**config.mk**
```make
export PLATFORM = sky130hd
export DESIGN_NAME = color_issue_arbiter
export DESIGN_NICKNAME = d
export VERILOG_FILES = /design/src/rtl/color_issue_arbiter_pkg.sv /design/src/rtl/color_issue_arbiter_round_robin_picker.sv /design/src/rtl/color_issue_arbiter.sv
export SDC_FILE = /design/constraint.sdc
export NUM_CORES = 1
export LEC_CHECK = 0
export BUFFER_PORTS_ARGS = -buffer_cell sky130_fd_sc_hd__buf_2
export CAP_MARGIN = 20
export CORE_AREA = 5 5 130 132
export CTS_BUF_LIST = sky130_fd_sc_hd__clkbuf_4 sky130_fd_sc_hd__clkbuf_8 sky130_fd_sc_hd__clkbuf_16
export CTS_CLUSTER_DIAMETER = 150
export DETAILED_ROUTE_END_ITERATION = 6
export DIE_AREA = 0 0 135 137
export PLACE_DENSITY = 0.62
export SETUP_SLACK_MARGIN = 0.1
export SYNTH_ARGS = -nofsm -noshare
export SYNTH_HDL_FRONTEND = slang
export SYNTH_SLANG_ARGS = --single-unit
```
**constraint.sdc**
```tcl
create_clock -name clk -period 4.8 [get_ports clk]
set_input_delay 0.48 -clock clk [delete_from_list [all_inputs] [get_ports clk]]
set_output_delay 0.48 -clock clk [all_outputs]
set_load 0.02 [all_outputs]
```
**src/rtl/color_issue_arbiter_pkg.sv**
```systemverilog
// Shared definitions for the color issue arbiter: FSM state encoding and the
// constant log2 helper used to size tag fields.
package color_issue_arbiter_pkg;

    typedef enum logic {
        ARB_SCAN  = 1'b0,
        ARB_PROBE = 1'b1
    } arb_state_t;

    // Ceiling log2 for elaboration-time sizing; only ever called with constants.
    function automatic int log2(input int value);
        int result;
        result = 0;
        for (int i = 0; i < 31; i++) begin
            if ((1 << i) < value) begin
                result = i + 1;
            end
        end
        return result;
    endfunction

endpackage

```
**src/rtl/color_issue_arbiter_round_robin_picker.sv**
```systemverilog
// Combinational round-robin picker: rotate the request vector so rr_ptr sits at
// bit 0, priority-encode the lowest set bit, then rotate the index back.
module color_issue_arbiter_round_robin_picker #(
    parameter int COLORS      = 4,
    parameter int LOG2_COLORS = 2
) (
    input  logic [COLORS-1:0]      i_req,
    input  logic [LOG2_COLORS-1:0] i_rr_ptr,
    output logic                   o_found,
    output logic [LOG2_COLORS-1:0] o_index
);

    logic [COLORS-1:0]      w_rot;
    logic [LOG2_COLORS-1:0] w_offset;

    // NOTE: every signal assigned in always_comb gets a default first so no
    // path leaves it unassigned and a latch is never inferred.
    always_comb begin
        w_rot = '0;
        for (int i = 0; i < COLORS; i++) begin
            // Index arithmetic is LOG2_COLORS wide, so the rotation wraps for free.
            w_rot[i] = i_req[LOG2_COLORS'(i) + i_rr_ptr];
        end
    end

    always_comb begin
        w_offset = '0;
        for (int i = COLORS - 1; i >= 0; i--) begin
            if (w_rot[i]) begin
                w_offset = LOG2_COLORS'(i);
            end
        end
    end

    assign o_found = |w_rot;
    assign o_index = i_rr_ptr + w_offset;

endmodule

```
**src/rtl/color_issue_arbiter.sv**
```systemverilog
// Round-robin issue arbiter feeding an in-flight tracker: probes one color at a
// time and issues it into a single registered output slot when the tracker has room.
module color_issue_arbiter
    import color_issue_arbiter_pkg::*;
#(
    parameter  int COLORS      = 4,
    parameter  int DATA_WIDTH  = 64,
    localparam int LOG2_COLORS = log2(COLORS)
) (
    input  logic                         clk,
    input  logic                         rst_n,
    input  logic [COLORS-1:0]            req_valid,
    input  logic [COLORS*DATA_WIDTH-1:0] req_data,
    output logic [COLORS-1:0]            req_ready,
    output logic                         push,
    output logic [LOG2_COLORS-1:0]       push_tag,
    input  logic                         tracker_ready,
    output logic                         out_valid,
    output logic [LOG2_COLORS-1:0]       out_tag,
    output logic [DATA_WIDTH-1:0]        out_data,
    input  logic                         out_ready
);

    arb_state_t             r_state;
    logic [LOG2_COLORS-1:0] r_rr_ptr;

    logic                   w_found;
    logic [LOG2_COLORS-1:0] w_pick;
    logic                   w_sel_valid;
    logic                   w_slot_free;
    logic                   w_issue;
    logic [DATA_WIDTH-1:0]  w_payload [COLORS];

    color_issue_arbiter_round_robin_picker #(
        .COLORS      (COLORS),
        .LOG2_COLORS (LOG2_COLORS)
    ) u_picker (
        .i_req    (req_valid),
        .i_rr_ptr (r_rr_ptr),
        .o_found  (w_found),
        .o_index  (w_pick)
    );

    always_comb begin
        for (int c = 0; c < COLORS; c++) begin
            w_payload[c] = req_data[c*DATA_WIDTH +: DATA_WIDTH];
        end
    end

    // push_tag is a flop, so tracker_ready depends on registers only and the
    // grant below cannot form a combinational loop through the tracker.
    assign w_sel_valid = req_valid[push_tag];
    assign w_slot_free = !out_valid || out_ready;
    assign w_issue     = (r_state == ARB_PROBE) && w_sel_valid && tracker_ready && w_slot_free;
    assign push        = w_issue;

    always_comb begin
        req_ready = '0;
        if (w_issue) begin
            req_ready[push_tag] = 1'b1;
        end
    end

    // NOTE: sequential state uses non-blocking assignments so every flop samples
    // the pre-edge values of the others, independent of statement order.
    always_ff @(posedge clk or negedge rst_n) begin
        if (!rst_n) begin
            r_state  <= ARB_SCAN;
            r_rr_ptr <= '0;
            push_tag <= '0;
        end else begin
            case (r_state)
                ARB_SCAN: begin
                    if (w_found) begin
                        push_tag <= w_pick;
                        r_state  <= ARB_PROBE;
                    end
                end
                ARB_PROBE: begin
                    if (!w_sel_valid) begin
                        r_state <= ARB_SCAN;
                    end else if (!tracker_ready) begin
                        // Blocked color is skipped so it cannot hold up the others.
                        r_rr_ptr <= push_tag + 1'b1;
                        r_state  <= ARB_SCAN;
                    end else if (w_slot_free) begin
                        r_rr_ptr <= push_tag + 1'b1;
                        r_state  <= ARB_SCAN;
                    end
                end
                default: r_state <= ARB_SCAN;
            endcase
        end
    end

    // NOTE: the payload register is reset too, so out_data reads zero after
    // reset rather than whatever was left from before.
    always_ff @(posedge clk or negedge rst_n) begin
        if (!rst_n) begin
            out_valid <= 1'b0;
            out_tag   <= '0;
            out_data  <= '0;
        end else if (w_issue) begin
            out_valid <= 1'b1;
            out_tag   <= push_tag;
            out_data  <= w_payload[push_tag];
        end else if (out_valid && out_ready) begin
            out_valid <= 1'b0;
        end
    end

endmodule

```
Word-level counts from Yosys, hierarchy flattened --
Cells that the tools add are included.
Storage, ports and cells: register bits after elaboration 72, bits of input ports 264, output and inout bits 74, word-level logic and storage cells 61
Cells by class: $add $sub $neg 5, $lt $le $gt $ge 7, eq/ne operators 1, mux-type cells 29, bitwise gates (word level) 2, reductions and logical operators 11
Operators with widths (count):
- binary-select mux 64 bit (select 2 bit) | 1
- two-way mux 64 bit | 2
- < comparator 2 x 3 -> 1 bit, second input constant | 5
- two-way mux 1 bit | 12
- two-way mux 2 bit | 6
- binary-select mux 1 bit (select 2 bit) | 5
- logical AND 1 bit | 5
- adder 2 bit, first input constant | 2
- two-way mux 4 bit | 1
- OR reduction 4 bit | 1
- >= comparator 3 bit, second input constant | 1
- NOT 2 -> 3 bit | 1
- AND reduction 3 bit | 1
- adder 1 x 2 -> 2 bit, first input constant | 1
- adder 2 x 1 -> 2 bit, second input constant | 1
- adder 2 bit | 1
- demux 1 bit (select 2 bit) | 1
- >= comparator 2 x 1 -> 1 bit, second input constant | 1
- != test 2 x 1 -> 1 bit, second input constant | 1
- case mux 1 bit (2 select lines) | 1
- AND reduction 2 bit | 1
- nonzero test 2 bit | 1
- logical NOT 1 bit | 1
- logical OR 1 bit | 1
- NOT 1 bit | 1

Longest topological paths before layout --
depth in word-level cells 8, gate-level depth with buffers 10, mapped depth without buffers 9

Modules after synthesis --
Synthesis repeated with hierarchy kept, for this count alone.
Unflattened totals: cells, all modules 275, area total of the unflattened synthesis 4485.6 um^2
Modules (own cells, without submodules):
- color_issue_arbiter | instances 1, cells each 250, area an instance 4319.1 um^2, sequential area each 1801.7 um^2
- color_issue_arbiter_round_robin_picker | instances 1, cells each 25, area an instance 166.4 um^2, sequential area each 0.0 um^2

Least setup slack after synthesis --
Ideal clock, no wire load.
path kind flip-flop to output port, from register push_tag[1], to output req_ready[0], data arrival time 1.785 ns, data required time 4.320 ns, slack 2.535 ns, stages on the path, launching flop included 8, path buffers 3, cell sequence dfrtp_1 > buf_2 > mux2i_1 > o22a_1 > or2_1 > buf_6 > buf_6 > nor2_1
Between the ends: cells in the longest elaborated chain, start to end 6, elaborated cells between the ends (all ways) 11, classes of those cells order compare (2); mux (5); reduce/logical (4)
Ends and longest elaborated chain:
- start: declaration | RTL line color_issue_arbiter.sv:16 | output logic [LOG2_COLORS-1:0] push_tag,
- start signal: assignment | RTL line color_issue_arbiter.sv:75 | push_tag <= w_pick;
- parallel branches: the longest is 5 deep, another holds < comparator 2 x 3 -> 1 bit
- two-way mux 4 bit (*) | RTL line color_issue_arbiter.sv:59 | if (w_issue) begin
- end: declaration | RTL line color_issue_arbiter.sv:14 | output logic [COLORS-1:0] req_ready,
Mark *: on every way between the ends. The select of a mux whose other input is x is not followed.

Worst setup path in the final report --
from register push_tag[0], to output req_ready[0]
The elaborated chain is that of the path after synthesis.

==> impl_metrics.py <==
metrics = {
    "clock_tree": {
        "clock_path_buffers": 2,
        "clock_insertion_delay_worst_skew_ns": 0.32,
        "cts_tree": "done",
        "cts.sink_count": 72,
        "cts-buffers-inserted": 9,
        "ctsRootBufferMaster": "sky130_fd_sc_hd__clkbuf_16",
        "htree_levels": 3,
        "post-cts-setup-buffer-count": 0,
        "reg_clk_slew_reported_paths_ns": 0.06,
        "postCtsHoldBufs": 0,
        "cts_repair_resize_count": 0,
    },
    "floorplan": {
        "rows": 46,
        "placeableCoreArea_sq_um": 15600,
        "initial_core_util_pct": 30.6,
        "die_h_microns": 137,
        "die_x_microns": 135,
        "ports_placed_on_the_boundary": 338,
        "die_area_sq_um": 18500,
    },
    "global_route": {
        "gr-total-overflow": 0,
        "grt_antenna_before_repair": 5,
        "first_pass_grt_wire_length_microns": 24200,
        "grt_util_all_layers_pct": 16.7,
        "vias_in_the_first_global_route": 4657,
        "largest_net_degree_at_the_start_of_global_routing": 73,
    },
    "synth": {
        "avgSynthCellArea_sq_um": 16.7,
        "synth_top_cell_by_area": "sky130_fd_sc_hd__dfrtp_1",
        "synth.cells.most_frequent": "sky130_fd_sc_hd__dfrtp_1, sky130_fd_sc_hd__mux2_4, sky130_fd_sc_hd__mux4_2",
        "number_of_synthesized_flops_with_an_enable_pin": 0,
        "synth_cells": 286,
        "most_frequently_used_cell_type_in_the_post_synthesis_netlist": "sky130_fd_sc_hd__dfrtp_1",
        "synthesis.yosys.warnings": 0,
        "ys_ff_latch": 72,
        "ys_top_cells_by_area": "sky130_fd_sc_hd__dfrtp_1, sky130_fd_sc_hd__mux4_2, sky130_fd_sc_hd__mux2_4, sky130_fd_sc_hd__buf_6, sky130_fd_sc_hd__ha_1",
        "yosys_most_used_dff": "sky130_fd_sc_hd__dfrtp_1",
        "synth_seq_area_share_pct": 37.7,
        "syn_nets": 555,
        "synth_cell_type_count": 32,
        "syn_area_sq_um": 4780,
        "synth_async_sr_flop_share_pct": 100,
        "yosysTopAreaCellShare_pct": 37.7,
    },
    "timing": {
        "grt_setup_unrepaired": "no",
        "setup_slack_ns": 1.71,
        "slew_violations": 0,
        "finalWorstPathRequiredPeriod_ns": 3.09,
        "timing.slew.headroom_pct": 31.2,
        "max_freq_mhz": 324,
        "final.setup_skew_ns": 0.00659,
        "period_share_pct": 64.3,
        "fin_setup_tns_ns": 0,
        "worstMarginPinSlew_ns": 1.03,
        "hold_viol_final": 0,
        "report.final.setup_viol": 0,
    },
    "final_layout": {
        "flow.area_growth_from_synthesis_pct": 45.6,
        "layout.core_utilization_pct": 44.6,
        "net_count_of_the_finished_layout": 881,
        "fraction_of_final_layout_cells_sized_beyond_drive_strength_1_pct": 79.6,
    },
    "worst_hold_path": {
        "worst_hold_path_type": "input pin to async pin",
    },
    "drt": {
        "detail_route.wl_per_cell_microns": 18.7,
        "detail_route.first_pass.iterations": 4,
        "dr.max_layer_used": "met5",
        "detailroute.wirelength.met2_microns": 8040,
        "postRouteAntennaNets": 0,
        "met3WireLength_microns": 1480,
        "drt_iter0_drc": 133,
        "wirelength_microns": 15600,
        "route.detailed.drc": 0,
        "wl_met1_microns": 5770,
        "avgViaCountPerCell": 4.77,
        "num_vias": 3986,
    },
    "worst_setup_path": {
        "cp_slowest_cell": "sky130_fd_sc_hd__or2_4",
        "worst_setup_path_start_kind": "flop",
        "timing.critical_path.max_delay_family": "simple AND/OR/NAND/NOR gates",
        "critPathRequiredTime_ns": 4.32,
        "critPathMaxStageDelay_ns": 0.84,
        "timing.critical_path.cells": "nand3b_1 > o22a_1 > or2_4 > nor2_1 > buf_2",
        "end_kind": "output pin",
        "worst-setup-path-type": "flop to output pin",
        "crit_arrival_ns": 2.61,
        "critical_path_buf_inv_count": 1,
        "crit_path_max_fanout": 55,
    },
    "job": {
        "max-cap-violations": 0,
    },
    "pwr": {
        "ir_worst_vdd_v": 0.000252,
        "power_density_nw_per_um2": 645,
        "leakagePower_nw": 3.57,
    },
    "placement": {
        "dpl.hpwl_microns": 12700,
        "gp_congestion": 0.830,
        "dp_worst_setup_slack_ns": 1.85,
        "io_buffer_count": 337,
    },
    "run_status": {
        "outcome": "completed",
    },
}
cell type report:
| cell class | count | area, sq um |
|---|---|---|
| fill | 1448 | 8640 |
| multi-input combinational | 183 | 2790 |
| sequential | 72 | 1810 |
| timing repair buffer | 340 | 1710 |
| tap | 216 | 270 |
| clock buffer | 9 | 225 |
| clock inverter | 7 | 120 |
| inverter | 6 | 22.5 |
| antenna | 3 | 7.51 |
cells in the final DEF (no fill, tap or decap), drive strengths merged:
cell and instances:
o22a 1, and3 1, o21ai 5, and3b 1
inv 6, o2bb2ai 1, a221o 1, mux2i 3
ha 5, o21a 1, nand2b 2, nor2b 4
nor3b 3, nor3 2, o21bai 2, a21oi 2
nand3b 1, buf 340, or2 2, dfrtp 72
clkinv 3, nor2 4, o211ai 1, nand2 5
mux4 64, nor4 1, xnor2 1, mux2 67
nand3 3, bufinv 3, clkbuf 9, clkinvlp 1
diode 3
flip-flops by register name, indices dropped and copies added, names as in the netlist:
signal / cells
out_data: 64
out_tag: 2
push_tag: 2
r_rr_ptr: 2
out_valid: 1
r_state: 1
metal layers:
metal  track usage, %  up-vias
li1                 -     1792
met1             18.7     1918
met2             29.4      247
met3             5.92       25
met4             5.94        4
met5                0        -
power by group:
part           switching [mW]  internal (mW)
sequential              0.261          0.930
clock                   0.254          0.508
combinational            1.15           1.39
worst paths after layout:
path | from | endpoint | slack [ns] | cells past startpoint
worst max-delay path | push_tag[0] | req_ready[0] | 1.71 | 5
worst min-delay path | rst_n | out_data[30] | 0.27 | 1
worst max register to register | push_tag[0] | out_data[36] | 1.89 | 5
worst min register to register | out_data[20] | out_data[20] | 0.51 | 1
max in group asynchronous | rst_n | push_tag[0] | 3.82 | 1
min in group clk | out_ready | out_valid | 0.46 | 3
per-stage QoR:
| step | total power [mW] | hold slack, ns | instances | area (sq um) |
|---|---|---|---|---|
| 6_report | 4.49 | 0.267 | 836 | 6960 |
| 3_5_place_dp | 3.77 | 0.490 | 817 | 6610 |
| 5_1_grt | 4.78 | 0.373 | 836 | 6960 |
| 3_3_place_gp | 3.73 | 0.491 | 817 | 6610 |
| 4_1_cts | 4.57 | 0.321 | 833 | 6950 |
| 2_1_floorplan | 3.09 | 0.184 | 286 | 4780 |
kinds of logic (layout without fill, tap and decap cells):
kind of cell	Yosys count	count (layout)	synth area share, %
AO/OA/AOI/OAI	14	14	1.94
XOR/XNOR	1	1	0.183
adder cells (fa/ha/maj)	5	5	1.31
buffers and inverters	31	362	3.90
flip-flops	72	72	37.7
multiplexers	134	134	51.6
other	0	3	0
AND/OR/NAND/NOR	29	29	3.35
No activity file was read; power rests on OpenSTA's default activity.
